<file path="config.mk">
export PLATFORM = sky130hd
export DESIGN_NAME = mycpu_exe_stage
export DESIGN_NICKNAME = d
export VERILOG_FILES = /design/src/rtl/mycpu_exe_stage.sv
export SDC_FILE = /design/constraint.sdc
export NUM_CORES = 1
export LEC_CHECK = 0
export BUFFER_PORTS_ARGS = -buffer_cell sky130_fd_sc_hd__clkbuf_2
export CORE_ASPECT_RATIO = 0.7
export CORE_MARGIN = 8
export CORE_UTILIZATION = 49
export DETAILED_ROUTE_END_ITERATION = 12
export PLACE_DENSITY = 0.76
export SLEW_MARGIN = 10
export SYNTH_ARGS = -nofsm -noshare
export SYNTH_HDL_FRONTEND = slang
export SYNTH_SLANG_ARGS = --single-unit
</file>
<file path="constraint.sdc">
create_clock -name clk -period 4.9 [get_ports clk]
set_input_delay 0.49 -clock clk [delete_from_list [all_inputs] [get_ports clk]]
set_output_delay 0.49 -clock clk [all_outputs]
set_load 0.05 [all_outputs]
</file>
<file path="src/rtl/mycpu_exe_stage.sv">
// Execute stage of the 5-stage MIPS pipeline: ALU, data-SRAM request, EXE->MEM register.
// Latency: one cycle from in_* to ex2mem_*; ALU, forwarding and SRAM request are combinational.
// Backpressure: exe_allowin mirrors mem_allowin; while MEM stalls the EXE->MEM register holds and no SRAM request is issued.
//
// Ports:
//   clk, rst            rising-edge clock, asynchronous active-high reset
//   in_*                ID->EXE pipeline-register bundle
//   exe_allowin         EXE can take a new bundle this cycle
//   mem_allowin         MEM accepts the EXE->MEM register this cycle
//   fwd_target/fwd_data "minus-1 instruction" hazard/forward feedback to decode
//   dsram_*             data-SRAM request (word-aligned address, lane-replicated data)
//   ex2mem_*            registered EXE->MEM pipeline register
//
// Optional feature: define MYCPU_EXE_OVF_TRAP_EN to make ops 1100/1101 detect signed
// overflow, suppress register write and forwarding on overflow, and add ex2mem_ovf.
module mycpu_exe_stage #(
    parameter int DW = 32,
    parameter int RW = 5
) (
    input  logic          clk,
    input  logic          rst,
    input  logic          in_valid,
    input  logic [DW-1:0] in_op1,
    input  logic [DW-1:0] in_op2,
    input  logic [DW-1:0] in_pc,
    input  logic [RW-1:0] in_target_reg,
    input  logic [DW-1:0] in_store_data,
    input  logic [3:0]    in_alu_op,
    input  logic          in_rf_wen,
    input  logic [5:0]    in_ls_mode,
    output logic          exe_allowin,
    input  logic          mem_allowin,
    output logic [RW:0]   fwd_target,
    output logic [DW-1:0] fwd_data,
    output logic          dsram_en,
    output logic [3:0]    dsram_wen,
    output logic [DW-1:0] dsram_addr,
    output logic [DW-1:0] dsram_wdata,
    output logic          ex2mem_valid,
    output logic [DW-1:0] ex2mem_result,
    output logic [DW-1:0] ex2mem_pc,
    output logic [RW-1:0] ex2mem_target_reg,
    output logic          ex2mem_rf_wen,
    output logic [5:0]    ex2mem_ls_mode,
`ifdef MYCPU_EXE_OVF_TRAP_EN
    output logic [1:0]    ex2mem_addr_lo,
    output logic          ex2mem_ovf
`else
    output logic [1:0]    ex2mem_addr_lo
`endif
);

    // Store size encodings in ls_mode[3:1]
    localparam logic [2:0] SZ_BYTE = 3'b000;
    localparam logic [2:0] SZ_HALF = 3'b001;
    localparam logic [2:0] SZ_WORD = 3'b010;
    localparam logic [2:0] SZ_SWL  = 3'b011;
    localparam logic [2:0] SZ_SWR  = 3'b100;

    logic [DW-1:0] alu_a;
    logic [DW-1:0] alu_b;
    logic [DW-1:0] alu_result;
    logic [DW-1:0] sum_ab;
    logic [DW-1:0] diff_ab;
    logic [4:0]    shamt;
    logic          ovf;
    logic          rf_wen_eff;
    logic          is_load;
    logic          is_store;
    logic [1:0]    addr_lo;

    assign alu_a   = in_op1;
    assign alu_b   = in_op2;
    assign sum_ab  = alu_a + alu_b;
    assign diff_ab = alu_a - alu_b;
    assign shamt   = alu_a[4:0];

    // ------------------------------------------------------------------
    // ALU
    // ------------------------------------------------------------------
    always_comb begin
        alu_result = '0;
        case (in_alu_op)
            4'b0000: alu_result = sum_ab;
            4'b0001: alu_result = diff_ab;
            4'b0010: alu_result = {{(DW-1){1'b0}}, ($signed(alu_a) < $signed(alu_b))};
            4'b0011: alu_result = {{(DW-1){1'b0}}, (alu_a < alu_b)};
            4'b0100: alu_result = alu_a & alu_b;
            4'b0101: alu_result = alu_a | alu_b;
            4'b0110: alu_result = alu_a ^ alu_b;
            4'b0111: alu_result = ~(alu_a | alu_b);
            4'b1000: alu_result = alu_b << shamt;
            4'b1010: alu_result = alu_b >> shamt;
            4'b1011: alu_result = $unsigned($signed(alu_b) >>> shamt);
            4'b1100: alu_result = sum_ab;
            4'b1101: alu_result = diff_ab;
            default: alu_result = '0;
        endcase
    end

    // ------------------------------------------------------------------
    // Signed overflow on the trapping add/sub ops
    // ------------------------------------------------------------------
`ifdef MYCPU_EXE_OVF_TRAP_EN
    always_comb begin
        ovf = 1'b0;
        if (in_alu_op == 4'b1100) begin
            ovf = (alu_a[DW-1] == alu_b[DW-1]) && (sum_ab[DW-1] != alu_a[DW-1]);
        end else if (in_alu_op == 4'b1101) begin
            ovf = (alu_a[DW-1] != alu_b[DW-1]) && (diff_ab[DW-1] != alu_a[DW-1]);
        end
    end
`else
    assign ovf = 1'b0;
`endif

    // An overflowing instruction must not reach the register file or be forwarded.
    assign rf_wen_eff = in_rf_wen & ~ovf;

    // ------------------------------------------------------------------
    // Forwarding to decode. r0 never forwards a value, so decode sees 0.
    // ------------------------------------------------------------------
    always_comb begin
        fwd_target = '0;
        fwd_data   = '0;
        if (in_valid && rf_wen_eff && (in_target_reg != '0)) begin
            fwd_target = {in_ls_mode[5], in_target_reg};
            fwd_data   = alu_result;
        end
    end

    // ------------------------------------------------------------------
    // Data-SRAM request
    // ------------------------------------------------------------------
    assign is_load     = in_ls_mode[5];
    assign is_store    = in_ls_mode[4];
    assign addr_lo     = alu_result[1:0];
    assign exe_allowin = mem_allowin;

    // Gating with mem_allowin makes the request fire exactly once: on the
    // cycle the instruction leaves EXE.
    assign dsram_en   = in_valid & mem_allowin & (is_load | is_store);
    assign dsram_addr = {alu_result[DW-1:2], 2'b00};

    always_comb begin
        dsram_wen   = 4'b0000;
        dsram_wdata = in_store_data;
        if (is_store) begin
            case (in_ls_mode[3:1])
                SZ_BYTE: begin
                    dsram_wen   = 4'b0001 << addr_lo;
                    dsram_wdata = {4{in_store_data[7:0]}};
                end
                SZ_HALF: begin
                    dsram_wen   = addr_lo[1] ? 4'b1100 : 4'b0011;
                    dsram_wdata = {2{in_store_data[15:0]}};
                end
                SZ_WORD: begin
                    dsram_wen   = 4'b1111;
                    dsram_wdata = in_store_data;
                end
                SZ_SWL: begin
                    // Upper bytes of the register land in the low lanes up to addr.
                    case (addr_lo)
                        2'd0:    dsram_wen = 4'b0001;
                        2'd1:    dsram_wen = 4'b0011;
                        2'd2:    dsram_wen = 4'b0111;
                        default: dsram_wen = 4'b1111;
                    endcase
                    dsram_wdata = in_store_data >> {(2'd3 - addr_lo), 3'b000};
                end
                SZ_SWR: begin
                    // Lower bytes of the register land in lanes from addr upward.
                    case (addr_lo)
                        2'd0:    dsram_wen = 4'b1111;
                        2'd1:    dsram_wen = 4'b1110;
                        2'd2:    dsram_wen = 4'b1100;
                        default: dsram_wen = 4'b1000;
                    endcase
                    dsram_wdata = in_store_data << {addr_lo, 3'b000};
                end
                default: begin
                    dsram_wen   = 4'b0000;
                    dsram_wdata = in_store_data;
                end
            endcase
        end
    end

    // ------------------------------------------------------------------
    // EXE->MEM pipeline register
    // ------------------------------------------------------------------
    always_ff @(posedge clk or posedge rst) begin
        if (rst) begin
            ex2mem_valid      <= 1'b0;
            ex2mem_result     <= '0;
            ex2mem_pc         <= '0;
            ex2mem_target_reg <= '0;
            ex2mem_rf_wen     <= 1'b0;
            ex2mem_ls_mode    <= '0;
            ex2mem_addr_lo    <= '0;
        end else if (mem_allowin) begin
            ex2mem_valid      <= in_valid;
            ex2mem_result     <= alu_result;
            ex2mem_pc         <= in_pc;
            ex2mem_target_reg <= in_target_reg;
            ex2mem_rf_wen     <= in_valid & rf_wen_eff;
            ex2mem_ls_mode    <= in_ls_mode;
            ex2mem_addr_lo    <= addr_lo;
        end
    end

`ifdef MYCPU_EXE_OVF_TRAP_EN
    always_ff @(posedge clk or posedge rst) begin
        if (rst) begin
            ex2mem_ovf <= 1'b0;
        end else if (mem_allowin) begin
            ex2mem_ovf <= in_valid & ovf;
        end
    end
`endif

endmodule

</file>
After elaboration in Yosys (flattened, before gate mapping)
Cells that the tools add are included.
{ "classes": {"bitwise_logic": 8, "eq_ne": 18, "n_shift": 6, "n_mux": 10, "n_addsub": 3, "magnitude_cmp": 2, "reduce_logical": 8} }
{ "op_table": {"columns": ["operator", "count"], "rows": [
  ["32-bit one-hot mux with 11 select lines", 1],
  ["32-bit one-hot mux with 4 select lines", 1],
  ["32-bit less-than comparator", 2],
  ["32-bit 2-to-1 mux", 2],
  ["32-bit by 5-bit left shift with 32-bit output", 2],
  ["32-bit by 5-bit right shift with 32-bit output", 2],
  ["32-bit adder", 1],
  ["32-bit bitwise AND", 1],
  ["32-bit inverter", 1],
  ["32-bit OR", 1],
  ["32-bit by 5-bit >>> shifter with 32-bit output", 1],
  ["32-bit subtractor", 1],
  ["32-bit bitwise XOR", 1],
  ["4-bit == test, second input constant", 5],
  ["4-bit one-hot mux with 5 select lines", 1],
  ["4-bit by 3-bit == test with 1-bit output, second input constant", 4],
  ["4-bit one-hot mux with 3 select lines", 1],
  ["3-bit one-hot mux with 3 select lines", 1],
  ["4-bit by 2-bit == test with 1-bit output, second input constant", 2],
  ["4-bit 2-to-1 mux", 2],
  ["3-bit by 2-bit == test with 1-bit output, second input constant", 2],
  ["6-bit 2-to-1 mux", 1],
  ["5-bit nonzero test", 1],
  ["4-bit by 1-bit == test with 1-bit output, second input constant", 1],
  ["other kinds (13)", 17]
]} }
{ "word_totals": {"output_inout_bits": 187, "in_bits": 148, "elab_cells": 62, "regBits": 79} }

Depth between registers and ports, before layout
Gate-level depths: netlist of run 1.
{ "logic_depth": {"word_depth": 7, "ltp_mapped": 20} }

Least setup slack after synthesis of run 1
OpenSTA, ideal clock, no wires.
{ "synth_path": {"path_type": "input to output", "from": "input port in_op1[2]", "to": "output port fwd_data[18]", "path_buffers": 5, "arrival_ns": 4.922, "stages": 16, "setup_slack_ns": -0.512, "cell_sequence": "clkbuf_1 clkinv_1 buf_1 buf_2 buf_1 ha_1 buf_2 a211oi_1 o21ai_0 a211oi_1 o31a_1 nor3_1 nor4_1 a21oi_1 xnor2_1 o31ai_1"} }
{ "synth_between": {"elab_chain_cells": 3} }
{ "synth_rtl": {"columns": ["item", "line", "text"], "rows": [
  ["start: declaration", "23", "input logic [DW-1:0] in_op1,"],
  ["32-bit subtractor, or another cell as far along", "75", "assign diff_ab = alu_a - alu_b;"],
  ["32-bit one-hot mux with 11 select lines *", "83", "case (in_alu_op)"],
  ["32-bit 2-to-1 mux *", "126", "if (in_valid && rf_wen_eff && (in_target_reg != '0)) begin"],
  ["end: declaration", "34", "output logic [DW-1:0] fwd_data,"]
]} }
Mark *: on every way between the ends. The rest lies on a longest branch, timed or not.

Worst setup path in the final report of run 1
{ "layout_path": {"from": "input port in_op1[0]", "to": "output port dsram_wdata[7]"} }
{ "layout_between": {"elab_chain_cells": 7} }
{ "layout_rtl": {"columns": ["item", "line", "text"], "rows": [
  ["branches (longest 2 deep; another with 32-bit subtractor)", null, null],
  ["32-bit one-hot mux with 11 select lines *", "83", null],
  ["2-bit subtractor", "170", "dsram_wdata = in_store_data >> {(2'd3 - addr_lo), 3'b000};"],
  ["32-bit by 5-bit right shift with 32-bit output", "170", null],
  ["32-bit one-hot mux with 4 select lines *", "149", "case (in_ls_mode[3:1])"],
  ["32-bit 2-to-1 mux *", "148", "if (is_store) begin"],
  ["end: declaration", "38", "output logic [DW-1:0] dsram_wdata,"]
]} }
Every way passes the cells marked *.

==> run metrics, run 1 <==
hold buffer count at cts 0; Setup Fix Bufs, Post-CTS 0; Setup Skew 0 ns; max-cap violation count 0; EDFF count, synth 0; number of synthesized register bits 77; Final setup viols 0; Tmin final 4.75 ns; placed cell count 2,448; Yosys Warn Count 0; Slew Viols, Final 0; htree depth 3; dominant synthesized flop cell dfrtp_1; Resized cells post-CTS 0; Final GP Congestion 1.02; Mapped Area 13,600 µm²; Max VDD drop 0.246 mV; Max Freq 210 MHz; initial core utilization 0.495; Num CTS Buffers 9; Sink Count 77; power per cell area 244 nW/µm²; DRC viols 0; Layout fillers 2,557; vias in the first global route 15,000; Async SR Flop Fraction 1.00; Leak Pwr 7.79 nW; Setup WS post-layout 0.148 ns; clk buf depth 2; Largest regs ex2mem_pc x32, ex2mem_result x32, ex2mem_ls_mode x6; DRT iter0 DRCs 2,487; ANT cells 0; synthesized instance count 1,805; final wirelength 65,100 µm; Final period util 0.970; layout cell share with drive strength beyond 1 0.283; RR Startpoint ex2mem_pc[18]; Crit Path Max Fanout 8; Crit. Startpoint in_op1[0]; Synth area leaders dfrtp_1 14%, ha_1 8.8%, mux2i_1 7.1%; Die Ht 156 µm; status complete, no violations; critical path data required time 4.41 ns; CP Data Arrival Time 4.26 ns; detailed placement HPWL 51,800 µm; largest net degree at the start of global routing 110; met3 usage 0.128; via density per instance 6.49; core area 27,600 µm²; Rows 51; clock slew at reported path FFs 0.06 ns; Fin. Hold Viols 0; Area growth syn-to-layout 22.1%; total grt overflow 0; Total GRT Usage 0.364; Syn Area/Cell 7.56 µm²; Hold Path Class input pin to flip-flop; sequential fraction of the synthesis area 0.141; pre-CTS setup slack 0.0826 ns; initial antenna violation count 1; Hold Crit Start in_pc[24]; top cell type's share of synthesized area 0.141; Setup TNS 0 ns; CTS tree yes; io pins 335; root buf cell clkbuf_16; worst-margin pin slew 1.13 ns; Vias 16,000; Routed WL per cell 26.4 µm; Pre-Repair DR Iteration Count 8; met1 usage 0.503; normalized max-slew margin 0.246; first-pass GRT wire length 95,100 µm; critical path capture point type output pin; number of I/O port buffers 332; layout net count 2,334; final core area utilization 0.604; number of distinct library cells after synthesis 86; clock latency at the later pin of the worst-skew pair 0.33 ns; GR Layer Usage met2 0.531; type of the worst setup path input pin to output pin; global route hottest layer met2; Synth area leader dfrtp_1; RSZ-0062 raised after global routing no; Die Width 215 µm; CP startpoint kind input pin; Post-Layout Cell Count 2,464; Post-DRT Antenna Nets 0; die area 33,500 µm²
[critical path, cell delays in order]
cell and delay (ns):
buf_4 0.13, inv_2 0.06, ha_1 0.17, inv_1 0.07, fa_1 0.40, nor2b_1 0.17
o211ai_1 0.35, a31oi_1 0.14, buf_4 0.18, and3_1 0.19, o2111ai_2 0.39, a31oi_4 0.16
and2_1 0.25, a21o_4 0.26, nand2b_1 0.33, a22o_1 0.36, buf_12 0.16
[power breakdown]
group / internal [mW] / switching, mW / total, mW
registers: 0.714 / 0.0448 / 0.759
logic: 0.855 / 1.78 / 2.63
clock network: 0.400 / 0.275 / 0.675
[metrics by stage]
step	hold slack, ns	cell area, µm²	power [mW]
final	0.383	16700	4.07
after global routing	0.371	16700	4.23
after CTS	0.376	16600	4.02
after detailed placement	0.495	16300	3.34
after global placement	0.489	16300	3.32
after floorplan	0.625	13700	2.51
[area by class of cell]
cell class	instances	area, µm²	area share
timing repair buffer	438	3050	0.183
inverter	131	493	0.0296
sequential	77	1930	0.116
clock inverter	6	71.3	0.00428
clock buffer	10	229	0.0137
tap	371	464	0.0279
multi-input combinational	1431	10400	0.626
[cells in the mapped netlist, types with 10 or more instances]
cell and instances:
nand2b_1 18, mux2_2 55, clkbuf_1 76, a211oi_1 53, ha_1 96, a21oi_1 173
a21o_1 14, nor2b_1 13, mux4_2 42, buf_4 39, o21ai_1 23, o21bai_1 10
nand2_1 106, o211ai_1 19, o21ai_0 100, and3_1 10, inv_1 126, nor3_1 31
o31ai_1 15, a221o_1 11, buf_1 14, dfrtp_1 77, a31oi_1 22, xnor2_1 56
a22o_1 11, mux2i_1 97, nand3_1 21, and2_1 14, o22ai_1 16, nor2_1 228
buf_2 28
[logic make-up after synthesis]
kind of cell / share of synthesized area
flip-flops: 0.141
adder cells (fa/ha/maj): 0.0910
multiplexers: 0.189
buffers and inverters: 0.101
other: 0.000275
AO/OA/AOI/OAI: 0.281
AND/OR/NAND/NOR: 0.159
XOR/XNOR: 0.0379
[per-layer routing]
metal	up-vias	share of wire	wire, µm
met5	-	0.00020	13
met4	2	0.028	1810
met3	125	0.14	8980
met2	1115	0.42	27500
met1	7680	0.41	26800
li1	7065	-	-
[layout by cell type (no fill, tap or decap), types with 9 or more instances in the layout]
cell type and count:
a21oi_1 172, o31ai_1 14, ha_1 96, nand3_1 21
mux2i_1 97, a22o_1 11, o21bai_1 10, nor2b_1 13
clkbuf_16 9, nor2_1 226, nand2_1 106, and3_1 10
and2_1 14, o22ai_1 16, mux4_2 42, a21o_1 14
nor3_1 30, buf_4 107, xnor2_1 56, inv_1 125
nand2b_1 18, o22a_1 9, o21ai_0 100, clkbuf_2 291
o21a_1 9, dfrtp_1 77, a31oi_1 21, mux2_2 55
a221o_1 11, o221ai_1 9, buf_12 39, o21ai_1 16
o211ai_1 19, a22oi_1 9, a211o_1 9, a211oi_1 52
nor4_1 9
[final timing paths]
check,endpoint,slack (ns),depth (start not counted)
setup / recovery,dsram_wdata[7],0.15,17
max in group asynchronous,ex2mem_result[2],3.81,3
setup reg to reg,ex2mem_pc[18],4.10,1
hold reg to reg,ex2mem_result[18],0.51,2
hold / removal,ex2mem_pc[24],0.38,2
min in group asynchronous,ex2mem_pc[15],0.44,3
No activity file was read; power rests on OpenSTA's default activity.
==> inputs of run 2 (changes only) <==
- CORE_UTILIZATION: 49 -> 40
- GPL_TIMING_DRIVEN: default -> 0
- PLACE_DENSITY: 0.76 -> 0.64
- RECOVER_POWER: default -> 25
==> run 2 against run 1 <==
Against the previous run: the run now ends with max-capacitance violations, max-slew violations, negative setup slack left; utilization decreased by 10 points; worst setup slack got worse by 0.28 ns; clock skew unchanged; combinational power increased by 3%; first-iteration DRC count shrank 5.1%; flip-flop and latch count unchanged; register-to-register slack barely moved; fmax decreased by 5.7%; die area rose by 20%; critical path type unchanged; highest routed layer is now met4.
==> run metrics, run 2 (synthesis results as in run 1) <==
status complete, but fails checks; failing checks max-capacitance violations, max-slew violations, negative setup slack; largest net degree at the start of global routing 41; RR Startpoint ex2mem_pc[2]; placed cell area 15,900 µm²; net load switching power 2.20 mW; detailed placement HPWL 61,400 µm; Flop pwr share 0.178; max-cap violation count 2; initial antenna violation count 1; number of I/O port buffers 328; clock slew at reported path FFs 0.06 ns; Die Ht 171 µm; Routed WL per cell 29.4 µm; reg-to-reg endpoint ex2mem_pc[2]; Pint 2.06 mW; total grt overflow 0; die area 40,400 µm²; placed cell count 2,571; Sink Count 77; io pins 335; Num CTS Buffers 9; Final GP Congestion 1.09; Leak Pwr 7.69 nW; initial core utilization 0.407; first-pass GRT wire length 110,000 µm; DRC viols 0; htree depth 3; CTS tree yes; R2R cell count 1; Max VDD drop 0.265 mV; core area 33,600 µm²; Setup Skew 0 ns; Hold Crit Start in_pc[12]; Setup WS post-layout -0.137 ns; Layout fillers 3,415; Die Width 237 µm; Setup TNS -0.214 ns; DRT iter0 DRCs 2,360; Slew Viols, Final 80; clock power share 0.190; Largest regs ex2mem_pc x32, ex2mem_result x32, ex2mem_ls_mode x6; root buf cell clkbuf_16; layout cell share with drive strength beyond 1 0.290; Final period util 1.03; worst-margin pin slew 2.12 ns; CP startpoint kind input pin; layout net count 2,393; most frequent cells in the layout 314 x clkbuf_2, 223 x nor2_1, 171 x a21oi_1, 123 x inv_1, 106 x nand2_1; clk buf depth 2; Max Freq 199 MHz; Reg2Reg Setup Slack 4.11 ns; total power 4.27 mW; Vias 16,800; Tmin final 5.04 ns; vias in the first global route 16,100; type of the worst setup path input pin to output pin; Rows 56; Hold Path Class input pin to flip-flop; RSZ-0062 raised after global routing yes; normalized max-slew margin -0.416; Total GRT Usage 0.361; Post-Layout Cell Count 2,587; clock latency at the later pin of the worst-skew pair 0.33 ns; pre-CTS setup slack -1.65 ns; Fin. Hold Viols 0; critical path capture point type output pin; hold path depth 2; Hold EP ex2mem_pc[12]; final wirelength 76,200 µm; power per cell area 254 nW/µm²; Area growth syn-to-layout 22.9%; Final setup viols 3; CP Data Arrival Time 4.55 ns; final core area utilization 0.500; worst hold slack 0.379 ns; Crit Path Max Fanout 10; most common cell after layout, fill and taps aside clkbuf_2; combinational power share 0.632; Pre-Repair DR Iteration Count 6; Post-DRT Antenna Nets 0; hold buffer count at cts 0; via density per instance 6.48; post-route cell area 16,800 µm²; Switching Fraction 0.517; critical path data required time 4.41 ns
run 2: per-layer routing:
metal,up-vias,GRT usage,part of all wire
met1,8201,0.502,0.42
met5,-,0.00363,0
met3,152,0.107,0.12
li1,7187,-,-
met2,1226,0.545,0.43
met4,0,0.0852,0.025
run 2: final cells by class:
class	count	area, µm²	area share
multi-input cells	1431	10800	0.643
flip-flops and latches	77	1930	0.115
repair buffers	341	1760	0.105
plain buffers	156	865	0.0516
well taps	435	544	0.0325
inverters	131	526	0.0313
clock buffers	9	225	0.0134
clock inverters	6	136	0.00813
diodes	1	2.50	0.000149
run 2: worst max-delay path: stages:
cell and delay, ns:
clkbuf_4 0.26, clkbuf_1 0.47, buf_1 0.61, buf_2 0.44
a21oi_1 0.14, nand2_1 0.08, o21ai_0 0.14, a211oi_1 0.73
o22ai_1 0.26, a21oi_1 0.46, inv_1 0.08, buf_4 0.14
clkbuf_2 0.23
run 2: how the worst max path moves through the flow:
stage                      endpoint  startpoint  cells after the start
floorplan           dsram_wdata[15]   in_op1[2]                     19
global placement     dsram_addr[12]   in_op1[2]                     19
detailed placement  dsram_wdata[27]   in_op1[2]                     21
CTS                    fwd_data[31]   in_op1[2]                     17
global route           fwd_data[30]  in_op2[19]                     14
finish               dsram_addr[16]   in_op1[2]                     13
run 2: power groups by stage:
| stage | clock network (mW) | registers, mW | logic [mW] |
|---|---|---|---|
| 2_1_floorplan | 0 | 1.04 | 1.47 |
| 3_3_place_gp | 0 | 0.765 | 2.54 |
| 3_5_place_dp | 0 | 0.767 | 2.55 |
| 4_1_cts | 0.822 | 0.757 | 2.62 |
| 5_1_grt | 0.856 | 0.768 | 2.81 |
| 6_report | 0.812 | 0.758 | 2.70 |
run 2: timing repair:
| action | in CTS | in global routing |
|---|---|---|
| gates resized for setup | 92 | 32 |
| pin swaps | 11 | 9 |
| setup endpoints to repair | 117 | 71 |
| buffers inserted | 9 | 2 |
| cloned | 0 | 0 |
==> inputs of run 3 (changes only) <==
- CORE_UTILIZATION: 40 -> 50
- PLACE_DENSITY: 0.64 -> 0.77
==> run 3 against run 2 <==
Against the previous run: the run still ends with max-capacitance violations, max-slew violations, negative setup slack left; die area decreased by 18%; critical path depth decreased by 1; highest routed layer is now met5; clock skew unchanged; total power decreased by 2.4%; routed wire length increased by 0.21%; hold slack got worse by 0.055 ns; clock-buffer cell count increased by 3; flip-flop and latch count unchanged; sequential share of layout area about the same; critical path type unchanged; non-clock buffer count increased by 7; global-route usage increased by 8.0 points; first-iteration DRC count increased by 18%.
==> run metrics, run 3 (synthesis results as in run 1) <==
Vias 17,700; clk buf depth 2; Max Used Layer met5; Setup TNS -0.224 ns; Area growth syn-to-layout 22.9%; root buf cell clkbuf_16; die area 32,900 µm²; worst-margin pin slew 3.03 ns; Post-DRT Antenna Nets 0; core area 26,800 µm²; initial core utilization 0.510; htree depth 3; hold buffer count at cts 0; number of I/O port buffers 328; Slew Viols, Final 55; Routed WL per cell 30.2 µm; total power 4.16 mW; Max Freq 202 MHz; critical path data required time 4.41 ns; reg-to-reg endpoint ex2mem_ls_mode[0]; Num CTS Buffers 9; Total GRT Usage 0.441; largest net degree at the start of global routing 55; initial antenna violation count 1; max-cap violation count 1; Tmin final 4.96 ns; type of the worst setup path input pin to output pin; status complete, but fails checks; Crit Path Max Fanout 10; Pre-Repair DR Iteration Count 7; CP Data Arrival Time 4.47 ns; Reg2Reg Setup Slack 4.04 ns; DRC viols 0; RR Startpoint ex2mem_ls_mode[0]; io pins 335; Final period util 1.01; Layout fillers 2,420; detailed placement HPWL 59,700 µm; total grt overflow 0; Final setup viols 7; vias in the first global route 16,900; Setup WS post-layout -0.0582 ns; CTS tree yes; most common cell after layout, fill and taps aside clkbuf_2; DRT iter0 DRCs 2,777; via density per instance 7.03; Largest regs ex2mem_pc x32, ex2mem_result x32, ex2mem_ls_mode x6; ANT cells 0; layout net count 2,400; clock slew at reported path FFs 0.06 ns; CP startpoint kind input pin; Rows 50; final wirelength 76,300 µm; most frequent cells in the layout 299 x clkbuf_2, 223 x nor2_1, 167 x a21oi_1, 123 x inv_1, 106 x nand2_1; Die Ht 154 µm; power per cell area 248 nW/µm²; Metal-1 WL 27,900 µm; Die Width 213 µm; first-pass GRT wire length 110,000 µm; met2 WL post-DR 30,900 µm; Sink Count 77; failing checks max-capacitance violations, max-slew violations, negative setup slack; Leak Pwr 7.71 nW; normalized max-slew margin -1.02; Max VDD drop 0.239 mV; R2R cell count 1; Setup Skew 0 ns; Hold Path Class input pin to async pin; Final GP Congestion 1.09; critical path capture point type output pin; Fin. Hold Viols 0; clock latency at the later pin of the worst-skew pair 0.34 ns; layout cell share with drive strength beyond 1 0.294; WL met3 13,300 µm
[run 3: worst max path at each step]
stage                 start              end  slack, ns  cells past startpoint
6_report       in_alu_op[0]    dsram_addr[2]      -0.06                     12
5_1_grt           in_op1[0]  dsram_wdata[18]      -0.02                     21
4_1_cts           in_op1[0]   dsram_wdata[7]      -0.03                     23
3_5_place_dp      in_op1[2]  dsram_wdata[31]      -1.70                     20
3_3_place_gp      in_op1[2]   dsram_addr[12]      -1.92                     19
2_1_floorplan     in_op1[2]  dsram_wdata[15]       0.06                     19
[run 3: cell type report]
cell class | count | area (µm²) | share of cell area
Tap cell | 364 | 455 | 0.0272
Sequential cell | 77 | 1930 | 0.115
Timing Repair Buffer | 343 | 1880 | 0.112
Inverter | 131 | 523 | 0.0312
Multi-Input combinational cell | 1431 | 10800 | 0.645
Clock inverter | 4 | 32.5 | 0.00194
Clock buffer | 12 | 246 | 0.0147
Buffer | 161 | 900 | 0.0537
[run 3: timing repair]
| item | CTS | global route |
|---|---|---|
| setup buffers | 9 | 3 |
| resized for setup | 117 | 55 |
| hold endpoints to repair | 0 | 0 |
| pin swaps | 11 | 10 |
| endpoints found under the setup margin | 119 | 84 |
[run 3: per-stage QoR]
step                      hold slack [ns]   util  setup slack, ns  cells  cell area (µm²)
after floorplan                     0.625      -           0.0589   1806            13700
after global placement              0.487  0.590            -1.92   2498            15800
after detailed placement            0.484  0.593            -1.70   2501            15900
after CTS                           0.119  0.623          -0.0286   2524            16700
after global routing                0.375  0.626          -0.0155   2523            16800
final                               0.323  0.626          -0.0582   2523            16800
[run 3: routing by layer]
| layer | vias up | GRT usage |
|---|---|---|
| met4 | 4 | 0.187 |
| met5 | - | 0 |
| li1 | 7209 | - |
| met2 | 1768 | 0.625 |
| met3 | 383 | 0.200 |
| met1 | 8363 | 0.569 |
[run 3: critical path: stages]
cell	delay, ns
clkbuf_2	0.09
buf_2	0.35
buf_1	0.68
clkbuf_1	0.58
buf_1	0.67
o21ai_0	0.22
a22oi_1	0.29
o221ai_1	0.24
nor2_1	0.30
inv_1	0.16
buf_4	0.16
clkbuf_2	0.23
[run 3: power breakdown]
group | leakage (nW) | switching, mW | internal (mW)
clock network | 0.129 | 0.278 | 0.360
logic | 6.68 | 1.93 | 0.824
registers | 0.903 | 0.0585 | 0.714
